[src/rtl/lc3_microsequencer.sv]
// LC-3 microsequencer: holds the current microstate and computes the next one from
// IRD/COND/J. Also keeps BEN, a memory-wait timeout monitor and a decoded-instruction counter.
module lc3_microsequencer #(
  parameter int AddrBusSize = 6,
  parameter int ResetState  = 18,
  parameter int DecodeState = 32,
  parameter int MemTimeout  = 255,
  parameter int CountWidth  = 16
) (
  input  logic                   i_CLK,
  input  logic                   i_RST_N,
  input  logic                   i_run,
  input  logic                   i_IRD,
  input  logic [2:0]             i_COND,
  input  logic [AddrBusSize-1:0] i_J,
  input  logic                   i_LD_BEN,
  input  logic [15:0]            i_IR,
  input  logic                   i_N,
  input  logic                   i_Z,
  input  logic                   i_P,
  input  logic                   i_R,
  input  logic                   i_PSR15,
  input  logic                   i_INT,
  input  logic                   i_ACV,
  output logic [AddrBusSize-1:0] o_state,
  output logic                   o_cs_read_en,
  output logic                   o_BEN,
  output logic                   o_mem_timeout,
  output logic [CountWidth-1:0]  o_instr_count
);

  localparam logic [AddrBusSize-1:0] RstState = AddrBusSize'(ResetState);
  localparam logic [AddrBusSize-1:0] DecState = AddrBusSize'(DecodeState);
  localparam logic [7:0]             TimeoutVal = 8'(MemTimeout);
  localparam bit                     TimeoutOn  = (MemTimeout != 0);

  logic [AddrBusSize-1:0] state_q, state_d, next_state;
  logic                   ben_q, ben_d;
  logic                   timeout_q, timeout_d;
  logic                   en_q, en_d;
  logic [7:0]             wait_q, wait_d, wait_inc;
  logic [CountWidth-1:0]  count_q, count_d;
  logic                   advance, mem_wait, timeout_hit;

  wire unused_ir = ^i_IR[8:0];

  // Next microstate from the active microinstruction fields
  always_comb begin
    next_state = i_J;
    if (i_IRD) begin
      next_state = AddrBusSize'(i_IR[15:12]);
    end else begin
      case (i_COND)
        3'b001:  next_state[1] = i_J[1] | i_R;
        3'b010:  next_state[2] = i_J[2] | ben_q;
        3'b011:  next_state[0] = i_J[0] | i_IR[11];
        3'b100:  next_state[3] = i_J[3] | i_PSR15;
        3'b101:  next_state[4] = i_J[4] | i_INT;
        3'b110:  next_state[5] = i_J[5] | i_ACV;
        default: next_state = i_J;
      endcase
    end
  end

  // A memory wait that reaches the limit freezes the sequencer at the waiting state
  always_comb begin
    advance     = i_run & ~timeout_q;
    mem_wait    = (i_COND == 3'b001) & ~i_IRD & ~i_R;
    wait_inc    = (wait_q == 8'hFF) ? 8'hFF : wait_q + 8'd1;
    timeout_hit = TimeoutOn & advance & mem_wait & (wait_inc == TimeoutVal);

    state_d   = state_q;
    ben_d     = ben_q;
    wait_d    = wait_q;
    count_d   = count_q;
    timeout_d = timeout_q | timeout_hit;
    en_d      = 1'b1;

    if (advance) begin
      wait_d = mem_wait ? wait_inc : 8'd0;
      if (!timeout_hit) state_d = next_state;
      if (i_LD_BEN) ben_d = (i_IR[11] & i_N) | (i_IR[10] & i_Z) | (i_IR[9] & i_P);
      if (i_IRD && (state_q == DecState)) count_d = count_q + 1'b1;
    end
  end

  always_ff @(posedge i_CLK or negedge i_RST_N) begin
    if (!i_RST_N) begin
      state_q   <= RstState;
      ben_q     <= 1'b0;
      timeout_q <= 1'b0;
      en_q      <= 1'b0;
      wait_q    <= 8'd0;
      count_q   <= '0;
    end else begin
      state_q   <= state_d;
      ben_q     <= ben_d;
      timeout_q <= timeout_d;
      en_q      <= en_d;
      wait_q    <= wait_d;
      count_q   <= count_d;
    end
  end

  assign o_state       = state_q;
  assign o_BEN         = ben_q;
  assign o_mem_timeout = timeout_q;
  assign o_cs_read_en  = en_q & ~timeout_q;
  assign o_instr_count = count_q;

endmodule

[config.mk]
export PLATFORM = sky130hd
export DESIGN_NAME = lc3_microsequencer
export DESIGN_NICKNAME = d
export VERILOG_FILES = /design/src/rtl/lc3_microsequencer.sv
export SDC_FILE = /design/constraint.sdc
export NUM_CORES = 1
export LEC_CHECK = 0
export ABC_CLOCK_PERIOD_IN_PS = 2500
export CAP_MARGIN = 40
export CELL_PAD_IN_SITES_DETAIL_PLACEMENT = 1
export CELL_PAD_IN_SITES_GLOBAL_PLACEMENT = 2
export CORE_MARGIN = 2
export CORE_UTILIZATION = 27
export CTS_BUF_LIST = sky130_fd_sc_hd__clkbuf_16
export CTS_CLUSTER_DIAMETER = 50
export CTS_CLUSTER_SIZE = 10
export DETAILED_ROUTE_END_ITERATION = 10
export PLACE_DENSITY = 0.86
export SETUP_SLACK_MARGIN = 0.3
export SYNTH_ARGS = -nofsm -noshare
export SYNTH_HDL_FRONTEND = slang
export SYNTH_SLANG_ARGS = --single-unit
[constraint.sdc]
create_clock -name i_CLK -period 2.5 [get_ports i_CLK]
set_input_delay 0.5 -clock i_CLK [delete_from_list [all_inputs] [get_ports i_CLK]]
set_output_delay 0.5 -clock i_CLK [all_outputs]
set_load 0.01 [all_outputs]
==> metrics.md, run 1 <==
| Metric | Value |
|---|---|
| Status | `completed` |
| Reg-to-Reg End | `o_state[0]` |
| Yosys reg bits | `33` |
| Boundary Pins | `62` |
| Post-synth EDFFs | `0` |
| # fillers | `733` |
| Total Routing Usage GR | `13.0%` |
| Final net count | `272` |
| Post-synth top area cell | `dfrtp_1` |
| Cell Chain, Critical Path | `buf_2 -> or3b_4 -> or4_4 -> a211oi_4 -> a41o_4 -> mux2_4` |
| Clock power share | `46.7%` |
| DR DRC count | `0` |
| Reg clk slew, reported paths | `50 ps` |
| DRT Wirelength | `4.35 mm` |
| TritonCTS clock tree | `yes` |
| TNS Setup | `0 ps` |
| Final min period | `2150 ps` |
| Register-to-Register Path Depth | `5` |
| Pint | `1.14 mW` |
| Worst setup path class | `input port to flop` |
| Setup Skew | `5.96 ps` |
| Largest net degree at the start of global routing | `34` |
| Ant. Diodes | `0` |
| Detail Route Antenna Nets | `0` |
| Initial DRC Count | `76` |
| Sequential share of the synthesized area | `46.9%` |
| Die Y | `84.9 µm` |
| Power Total | `1.44 mW` |
| Vias | `1493` |
| Pleak | `1.15 nW` |
| Post-synth top cells | `31 x dfrtp_1, 18 x nand2_1, 10 x o21ai_0, 10 x xnor2_1` |
| CP arrival | `2310 ps` |
| Core Box Area | `6350 µm²` |
| Critical path buffers and inverters | `1` |
| Number of global-route vias before repair | `1604` |
| Reg power frac | `40.5%` |
| Final worst path period share | `86.0%` |
| R2R Setup Slk | `360 ps` |
| Clock buffer depth | `2` |
| FFs w/ async S/R, synth | `100%` |
| Final core utilization | `40.7%` |
| First-pass GRT wire length | `7.57 mm` |
| Area delta synth->final | `46.3%` |
| Initial antenna violation count | `0` |
| DR vias/cell | `4.80` |
| Max-slew violations | `0` |
| Crit path max fanout | `6` |
| Dominant synthesized flop cell | `dfrtp_1` |
| PwrDens | `558 nW/µm²` |
| First-pass DRT Iterations | `6` |
| Sw Share | `21.2%` |
| Critical-path top delay cell | `or4_4` |
| Synth top area cells | `dfrtp_1 44%, mux2_4 5.1%, xnor2_1 5.0%, nand2_1 3.8%, dfstp_2 3.0%` |
| Count of input and output buffers | `52` |
| Grt ovf | `0` |
| GPL Wtd Cong | `0.760` |
| Hpwl dp | `3.35 mm` |
| Post-synth net total | `204` |
| Sw Pwr | `0.306 mW` |
| Syn. warnings | `0` |
| Mean Syn Cell Area | `10.7 µm²` |
| CTS Buf Count | `5` |
| Worst min-delay path startpoint | `o_instr_count[15]` |
| Num rows | `29` |
| Max frequency | `465 MHz` |
| Mapped Area | `1770 µm²` |
| Gate Count Post-Synth | `165` |
| Clock Sink Count | `33` |
| Hold Path End | `o_instr_count[15]` |
| Part of the power in combinational logic | `12.7%` |
| CTS Root Cell | `clkbuf_16` |
| RSZ-0062 raised after global routing | `false` |
| Top-area cell type share of the netlist area | `43.9%` |
| Worst VDD drop | `0.366 mV` |
| Worst-Skew Late Latency | `270 ps` |
| Startpoint Class | `input port` |
| Layout cell share with drive strength beyond 1 | `17.9%` |
| CP top delay family | `simple AND/OR/NAND/NOR gates` |
| Hold depth | `1` |
| Worst Path Required | `2660 ps` |
| # H-tree levels | `2` |
| Chip width | `84.9 µm` |
| Critical Path Max Stage Delay | `440 ps` |
| Hold Path Class | `flop to flop` |
| Final hold vios | `0` |
| Max Cap Viol | `0` |
| Die area | `7200 µm²` |
| # setup viols final | `0` |
| Wire per inst | `14.0 µm` |
| Netlist cell types | `43` |
| Most common cell in the netlist | `dfrtp_1` |
| Worst r2r src | `o_mem_timeout` |
| Crit. End Element | `flop` |
| Effective utilization at floorplan | `27.8%` |
## layer usage
| layer | vias up | part of all wire [%] | GRT usage (%) |
|---|---|---|---|
| li1 | 730 | - | - |
| met1 | 709 | 45 | 17.1 |
| met2 | 49 | 47 | 20.9 |
| met3 | 5 | 6.5 | 3.40 |
| met4 | 0 | 1.3 | 4.33 |
| met5 | - | 0 | 0 |
## layout make-up
class                   instances  area, µm²  area share [%]
multi-input cells             124        877            34.0
flip-flops and latches         33        828            32.1
repair buffers                 66        607            23.5
clock buffers                   5        125            4.84
well taps                      77       96.3            3.73
clock inverters                 3       37.5            1.45
inverters                       3       11.3           0.436
## power by group through the flow
stage | Combinational (mW) | Clock (mW) | Sequential, mW
2_1_floorplan | 0.0551 | 0 | 0.599
3_3_place_gp | 0.186 | 0 | 0.593
3_5_place_dp | 0.191 | 0 | 0.593
4_1_cts | 0.188 | 0.686 | 0.585
5_1_grt | 0.201 | 0.713 | 0.589
6_report | 0.184 | 0.674 | 0.584
## through the flow
| step | instance area (µm²) | worst slack, ps | hold slack [ps] | instances |
|---|---|---|---|---|
| 3_3_place_gp | 2430 | -304 | 459 | 302 |
| 5_1_grt | 2580 | 300 | 504 | 311 |
| 6_report | 2580 | 351 | 466 | 311 |
| 2_1_floorplan | 1770 | 180 | 204 | 165 |
| 4_1_cts | 2580 | 353 | 473 | 311 |
| 3_5_place_dp | 2430 | -320 | 467 | 302 |
## worst max-delay path by stage
stage,slack [ps],depth (start not counted),end,startpoint
after floorplan,180,5,o_state[0],i_COND[1]
after global placement,-300,6,o_state[0],i_COND[0]
after detailed placement,-320,6,o_state[0],i_COND[0]
after CTS,350,6,o_state[5],i_COND[2]
after global routing,300,6,o_state[0],wait_q[0]
final,350,6,o_state[0],i_COND[2]
## placed cells by master, fill, tap and decap left out, drive strengths merged, types with 6 or more instances in the layout
master	count
buf	17
xnor2	10
a31oi	6
clkdlybuf4s50	46
xor2	6
o21ai	10
nand2	18
nor2	8
mux2	7
a21oi	8
dfrtp	31
nand3	6
## sequential cells by signal, summed over array words and instances, names as in the netlist
name / cells
en_q: 1
o_mem_timeout: 1
o_BEN: 1
wait_q: 8
o_instr_count: 16
o_state: 6
## logic make-up (layout without fill, tap and decap cells)
kind of cell    count (synthesis)  count (layout)  share of synthesized area [%]
other cells                     1               1                          0.212
buf+inv                         8              77                           3.69
flops                          33              33                           46.9
xor+xnor                       16              16                           7.94
simple gates                   60              60                           18.7
compound gates                 38              38                           15.4
fa+ha+maj                       2               2                           1.42
mux                             7               7                           5.74
## repair_timing
| item | CTS | global route |
|---|---|---|
| buffers inserted | 1 | 0 |
| setup endpoints to repair | 6 | 6 |
| pin swaps | 3 | 0 |
| resized for setup | 16 | 1 |
| hold buffers | 0 | 0 |
| endpoints found under the hold margin | 0 | 0 |
No activity file was read; power rests on OpenSTA's default activity.
==> inputs of run 2 (changes only) <==
Settings changed: CTS_CLUSTER_SIZE 10 to 40.
==> results of run 2 <==
Same layout as run 1: the final DEF is identical, and so are final timing and power.
